===== src/rtl/inst_fetch_ctrl_if.sv =====
// Fetch-side bus bundle: instruction-memory read port and decoder valid/ready channel.
// INST_FETCH_TRACE_EN adds inst_pc alongside inst_data.
interface inst_fetch_ctrl_if #(
  parameter int unsigned INST_LEN = 16,
  parameter int unsigned PC_WIDTH = 8
);
  logic                imem_en;
  logic [PC_WIDTH-1:0] imem_addr;
  logic [INST_LEN-1:0] imem_rdata;
  logic                inst_valid;
  logic [INST_LEN-1:0] inst_data;
  logic                inst_ready;
`ifdef INST_FETCH_TRACE_EN
  logic [PC_WIDTH-1:0] inst_pc;
`endif

  modport master (
    output imem_en, imem_addr,
    input  imem_rdata,
    output inst_valid, inst_data,
`ifdef INST_FETCH_TRACE_EN
    output inst_pc,
`endif
    input  inst_ready
  );

  modport slave (
    input  imem_en, imem_addr,
    output imem_rdata,
    input  inst_valid, inst_data,
`ifdef INST_FETCH_TRACE_EN
    input  inst_pc,
`endif
    output inst_ready
  );
endinterface


===== src/rtl/inst_fetch_ctrl.sv =====
// Instruction fetch controller: reads imem at the launcher PC, buffers words in a 2-entry
// fall-through FIFO and issues them to the decoder. INST_FETCH_TRACE_EN adds per-entry PC.
module inst_fetch_ctrl #(
  parameter int unsigned          INST_LEN   = 16,
  parameter int unsigned          PC_WIDTH   = 8,
  parameter int unsigned          OP_WIDTH   = 4,
  parameter logic [OP_WIDTH-1:0]  END_OPCODE = 4'hF
) (
  input  logic                clk,
  input  logic                rst,
  input  logic                start,
  input  logic [PC_WIDTH-1:0] PC,
  output logic                is_working,
  output logic                complete,
  output logic                busy,
  output logic                pc_ovf,
  inst_fetch_ctrl_if.master   bus
);

  typedef enum logic [1:0] {IDLE, RUN, DRAIN, DONE} state_t;

  localparam logic [PC_WIDTH-1:0] PC_MAX = '1;

  state_t              state, state_nx;
  logic [1:0]          count;
  logic                rd_pend;
  logic                wr_ptr, rd_ptr;
  logic [INST_LEN-1:0] fifo_data [2];
  logic                fetch, push, push_ok, pop, pop_fifo, wr, bypass, rdata_end;

`ifdef INST_FETCH_TRACE_EN
  logic [PC_WIDTH-1:0] rd_pc;
  logic [PC_WIDTH-1:0] fifo_pc [2];
`endif

  assign rdata_end = (bus.imem_rdata[INST_LEN-1 -: OP_WIDTH] == END_OPCODE);

  // The END-return cycle still issues a credit-gated fetch; that word lands in DRAIN and is dropped.
  always_comb begin
    state_nx = state;
    fetch    = 1'b0;
    push     = 1'b0;
    unique case (state)
      IDLE:  if (start) state_nx = RUN;
      RUN: begin
        fetch = ((count + {1'b0, rd_pend}) < 2'd2) && !pc_ovf;
        if (rd_pend) begin
          if (rdata_end) begin
            state_nx = DRAIN;
          end else begin
            push = 1'b1;
            if (pc_ovf) state_nx = DRAIN;
          end
        end
      end
      DRAIN: if (count == 2'd0 && !rd_pend) state_nx = DONE;
      DONE:  state_nx = IDLE;
      default: state_nx = IDLE;
    endcase
  end

  assign is_working    = fetch;
  assign bus.imem_en   = fetch;
  assign bus.imem_addr = PC;
  assign complete      = (state == DONE);
  assign busy          = (state != IDLE);

  // Empty FIFO forwards the returning word straight to the head; it is only stored if not taken.
  assign bypass         = push && (count == 2'd0);
  assign bus.inst_valid = (count != 2'd0) || push;
  assign bus.inst_data  = bypass ? bus.imem_rdata : fifo_data[rd_ptr];
  assign pop            = bus.inst_valid && bus.inst_ready;
  assign pop_fifo       = pop && (count != 2'd0);
  assign push_ok        = push && ((count != 2'd2) || pop);
  assign wr             = push_ok && !(bypass && pop);

`ifdef INST_FETCH_TRACE_EN
  assign bus.inst_pc = bypass ? rd_pc : fifo_pc[rd_ptr];
`endif

  always_ff @(posedge clk or posedge rst) begin
    if (rst) begin
      state        <= IDLE;
      count        <= '0;
      rd_pend      <= 1'b0;
      wr_ptr       <= 1'b0;
      rd_ptr       <= 1'b0;
      pc_ovf       <= 1'b0;
      fifo_data[0] <= '0;
      fifo_data[1] <= '0;
`ifdef INST_FETCH_TRACE_EN
      rd_pc        <= '0;
      fifo_pc[0]   <= '0;
      fifo_pc[1]   <= '0;
`endif
    end else begin
      state   <= state_nx;
      rd_pend <= fetch;
      if (state == IDLE && start) pc_ovf <= 1'b0;
      else if (fetch && PC == PC_MAX) pc_ovf <= 1'b1;
      if (wr) begin
        fifo_data[wr_ptr] <= bus.imem_rdata;
`ifdef INST_FETCH_TRACE_EN
        fifo_pc[wr_ptr]   <= rd_pc;
`endif
        wr_ptr <= ~wr_ptr;
      end
      if (pop_fifo) rd_ptr <= ~rd_ptr;
      unique case ({wr, pop_fifo})
        2'b10:   count <= count + 2'd1;
        2'b01:   count <= count - 2'd1;
        default: count <= count;
      endcase
`ifdef INST_FETCH_TRACE_EN
      if (fetch) rd_pc <= PC;
`endif
    end
  end

endmodule


===== src/flat_wrapper.sv =====
// flat-port wrapper written by rule: the top's interface ports become plain ports
module inst_fetch_ctrl_flat 
#(
  parameter int unsigned          INST_LEN   = 16,
  parameter int unsigned          PC_WIDTH   = 8,
  parameter int unsigned          OP_WIDTH   = 4,
  parameter logic [OP_WIDTH-1:0]  END_OPCODE = 4'hF
)
  (clk, rst, start, PC, is_working, complete, busy, pc_ovf, bus_imem_en, bus_imem_addr, bus_imem_rdata, bus_inst_valid, bus_inst_data, bus_inst_ready);
  inst_fetch_ctrl_if #(.INST_LEN(INST_LEN), .PC_WIDTH(PC_WIDTH)) bus_i ();
  input  logic clk;
  input  logic rst;
  input  logic start;
  input  logic [PC_WIDTH-1:0] PC;
  output logic is_working;
  output logic complete;
  output logic busy;
  output logic pc_ovf;
  output wire logic [$bits(bus_i.imem_en)-1:0] bus_imem_en;
  output wire logic [$bits(bus_i.imem_addr)-1:0] bus_imem_addr;
  input wire logic [$bits(bus_i.imem_rdata)-1:0] bus_imem_rdata;
  output wire logic [$bits(bus_i.inst_valid)-1:0] bus_inst_valid;
  output wire logic [$bits(bus_i.inst_data)-1:0] bus_inst_data;
  input wire logic [$bits(bus_i.inst_ready)-1:0] bus_inst_ready;
  assign bus_imem_en = bus_i.imem_en;
  assign bus_imem_addr = bus_i.imem_addr;
  assign bus_i.imem_rdata = bus_imem_rdata;
  assign bus_inst_valid = bus_i.inst_valid;
  assign bus_inst_data = bus_i.inst_data;
  assign bus_i.inst_ready = bus_inst_ready;
  inst_fetch_ctrl #(.INST_LEN(INST_LEN), .PC_WIDTH(PC_WIDTH), .OP_WIDTH(OP_WIDTH), .END_OPCODE(END_OPCODE)) u_core (.clk(clk), .rst(rst), .start(start), .PC(PC), .is_working(is_working), .complete(complete), .busy(busy), .pc_ovf(pc_ovf), .bus(bus_i));
endmodule

===== config.mk =====
export PLATFORM = sky130hd
export DESIGN_NAME = inst_fetch_ctrl_flat
export DESIGN_NICKNAME = d
export VERILOG_FILES = /design/src/rtl/inst_fetch_ctrl_if.sv /design/src/rtl/inst_fetch_ctrl.sv /design/src/flat_wrapper.sv
export SDC_FILE = /design/constraint.sdc
export NUM_CORES = 1
export LEC_CHECK = 0
export ABC_AREA = 1
export CELL_PAD_IN_SITES_DETAIL_PLACEMENT = 1
export CELL_PAD_IN_SITES_GLOBAL_PLACEMENT = 1
export CORE_ASPECT_RATIO = 1.25
export CORE_MARGIN = 1
export CORE_UTILIZATION = 33
export DETAILED_ROUTE_END_ITERATION = 8
export PLACE_DENSITY = 0.86
export SLEW_MARGIN = 20
export SYNTH_ARGS = -nofsm -noshare
export SYNTH_HDL_FRONTEND = slang
export SYNTH_SLANG_ARGS = --single-unit

===== constraint.sdc =====
create_clock -name clk -period 2 [get_ports clk]
set_clock_uncertainty 0.15 [all_clocks]
set_input_delay 0.4 -clock clk [delete_from_list [all_inputs] [get_ports clk]]
set_output_delay 0.4 -clock clk [all_outputs]
set_load 0.05 [all_outputs]

==> results_dict.tcl <==
set metrics [dict create \
    count_of_buffers_from_port_buffering 57 \
    path_cells "inv_2, ha_4, nand2_4, nor2_8, buf_6, nand2_4, nand2_1, nand2_2, buf_8" \
    floorplan.initialDensity 0.3398 \
    total_routed_wirelength_um 10330 \
    element_type_at_the_critical_path_end "output port" \
    num-nets-final 460 \
    number_of_global_route_vias_before_repair 2934 \
    fmaxAchievable_ghz 0.4354 \
    io-pin-count 58 \
    cpLargestDelayFamily "simple AND/OR/NAND/NOR gates" \
    rsz0062_at_grt "yes" \
    chipHeight_um 99.31 \
    layout_min_cycle_time_ns 2.297 \
    hpwl_um 5177 \
    detail_route.wl_per_cell_um 19.89 \
    post_dp_cell_area_sq_um 3373 \
    layout.cell_area.non_filler_sq_um 4060 \
    vdd_drop_max_mv 0.8976 \
    total_power_mw 6.648 \
    clkSlewWorstSetupHoldPaths_ns 0.09 \
    synth.cells.most_frequent "sky130_fd_sc_hd__nand2_1, sky130_fd_sc_hd__dfrtp_1, sky130_fd_sc_hd__nand4_1" \
    via_count 2779 \
    worstPathArrival_ns 1.75 \
    root_buffer "sky130_fd_sc_hd__clkbuf_8" \
    fp.coreArea_sq_um 7357 \
    simple_gate_area_share_of_the_yosys_netlist 0.4469 \
    final-max-slew-violation-count 0 \
    iteration_0_drc_count_of_the_detailed_router 276 \
    min-delay-path-class "in -> async" \
    postSynth.asyncResetShare 1.000 \
    setup_viol 20 \
    cp_slowest_cell "sky130_fd_sc_hd__dfrtp_1" \
    synthesis.yosys.warnings 0 \
    gr-usage-all-layers 0.2448 \
    max_cap_violations 0 \
    max_slew.worst_pin.slew_ns 0.4263 \
    globalRoute.totalOverflow 0 \
    critical_path_peak_fanout 8 \
    route.antenna.remaining_nets 0 \
    clk_latency_ns 0.31 \
    grt_pass1_wl_um 14700 \
    synthDominantCellAreaShare 0.4004 \
    post-route-drc-count 0 \
    cts_tree "done" \
    mapped_area_sq_um 2500 \
    post-synth-top-count-cell "sky130_fd_sc_hd__nand2_1" \
    final_hold_viol_count 0 \
    synthFlopType "sky130_fd_sc_hd__dfrtp_1" \
    fin_tns_setup_ns -4.834 \
    r2r_cells 11 \
    worst-path-stages 9 \
    netlist_top_cells_area "sky130_fd_sc_hd__dfrtp_1, sky130_fd_sc_hd__nand2_1, sky130_fd_sc_hd__nand4_1, sky130_fd_sc_hd__nand3_2, sky130_fd_sc_hd__buf_4" \
    failing_checks "negative setup slack" \
    synth_edf_count 0 \
    final_layout_size_suffix_gt1_frac 0.3888 \
    req_time_crit_path_ns 1.45 \
    ctsHtreeMaxLevel 2 \
    synth_compound_area_frac 0.01351 \
    postSynthNetCount 367 \
    layout-area-overhead-vs-synth_pct 62.41 \
    min_period_over_period 1.148 \
    post_synth_mux_area_share 0 \
    timing.critical_path.mode_cell "sky130_fd_sc_hd__nand2_4" \
    cts-buffers-inserted 5 \
    synth_cell_types 27 \
    yosys.area_share.adder 0.03003 \
    postSynthAreaPerCell_sq_um 7.507 \
    crit_path_max_incr_delay_ns 0.40 \
    critical_path_buf_inv_count 3 \
    antennaDiodeCount 0 \
    rows 35 \
    post-route-util 0.5519 \
    max-slew-margin-rel 0.7154 \
    chipWidth_um 79.85 \
    gpl.final_weighted_congestion 0.8051 \
    yosys.area_share.xor_xnor 0.01051 \
    powerDensity_nw_per_um2 1637 \
    setup.worst_path.class "reg -> out" \
    critPathLaunchType "register" \
    grt_start_max_net_pins 41 \
    die-area_sq_um 7930 \
    clockBufferDepth 2 \
    postLayoutSetupSlackWorst_ns -0.2967 \
    synth_sequential_area_ratio 0.4004 \
    numClockSinks 40 \
    outcome "finished, violations left" \
    route.detailed.vias_per_inst 5.355 \
    leakage_nw 2.003 \
    dominant_combinational_cell_family_by_area_after_synthesis "simple AND/OR/NAND/NOR gates" \
    syn-instance-count 333 \
    drt_pre_antenna_iters 4 \
    yosysTopAreaCell "sky130_fd_sc_hd__dfrtp_1" \
    number_of_antenna_violations_at_the_first_check_in_global_routing 0 \
    yosys_register_bits 40 \
]
## state kept, by name, summed over array words and instances (netlist names)
register	cells
u_core.pc_ovf	1
u_core.state	2
u_core.rd_ptr	1
u_core.count	2
u_core.wr_ptr	1
u_core.rd_pend	1
u_core.fifo_data	32
## through the flow
| stage | hold slack [ns] | worst slack, ns | std cells |
|---|---|---|---|
| CTS | 0.3185 | -0.2542 | 506 |
| global route | 0.3468 | -0.3681 | 519 |
| floorplan | 0.2917 | 0.02592 | 333 |
| detailed placement | 0.3087 | -0.4669 | 477 |
| global placement | 0.3033 | -0.4269 | 477 |
| finish | 0.2862 | -0.2967 | 519 |
## tightest hold or removal path, stage by stage
cell and delay, ns:
sky130_fd_sc_hd__clkdlybuf4s50_1 0.40, sky130_fd_sc_hd__inv_1 0.09, sky130_fd_sc_hd__buf_12 0.23
## cells in the final DEF (no fill, tap or decap), drive strengths merged
cell           netlist  layout
buf                 26      84
clkbuf               2       9
clkdlybuf4s50        0      23
dfrtp               40      40
nand3               21      23
ha                   6       6
clkinvlp             0       1
o21ai                4       4
nor2                 9       9
clkinv               0       3
or2                  1       1
xor2                 2       2
a21oi                2       2
nand2              170     171
nand4               34      34
inv                 15      14
xnor2                1       1
## layer usage
layer	track usage	up-vias	wire length, um	part of all wire
met1	0.2674	1371	3783	0.37
met3	0.04037	35	486	0.047
met2	0.4510	117	5612	0.54
met4	0.1168	0	442	0.043
li1	-	1256	-	-
met5	0	-	0	0
## logic make-up (layout without fill, tap and decap cells)
logic type,after synthesis,after routing
adders and majority gates,6,6
xor gates and xnor gates,3,3
AOI/OAI and AO/OA,6,6
DFF,40,40
and+or+nand+nor,235,238
buffers and inverters,43,134
## worst paths after layout
| path | startpoint | end | slack (ns) |
|---|---|---|---|
| setup / recovery | u_core.state[1] | bus_inst_data[6] | -0.30 |
| hold / removal | rst | u_core.fifo_data[27] | 0.29 |
| max in group asynchronous | rst | u_core.pc_ovf | 1.19 |
| min in group clk | u_core.fifo_data[17] | u_core.fifo_data[17] | 0.33 |
| setup reg to reg | u_core.state[1] | u_core.count[1] | -0.01 |
| hold reg to reg | u_core.fifo_data[17] | u_core.fifo_data[17] | 0.33 |
## report_power, final
part / internal, mW / switching [mW] / total (mW)
combinational: 1.81 / 2.83 / 4.64
sequential: 1.15 / 0.289 / 1.44
clock: 0.244 / 0.327 / 0.570
## what timing repair did
item / 4_1_cts / 5_1_grt
resized for setup: 54 / 38
setup buffers: 19 / 11
setup endpoints to repair: 20 / 53
pin swaps: 20 / 13
endpoints found under the hold margin: 0 / 0
cloned: 2 / 2
hold buffers: 0 / 0
## layout make-up
cell class | instances | area [sq um]
well taps | 92 | 115.1
repair buffers | 111 | 1256
clock buffers | 5 | 68.82
flip-flops and latches | 40 | 1002
fillers | 839 | 3297
inverters | 15 | 62.56
multi-input cells | 253 | 1536
clock inverters | 3 | 18.77
Power figures use the tool's default switching activity.
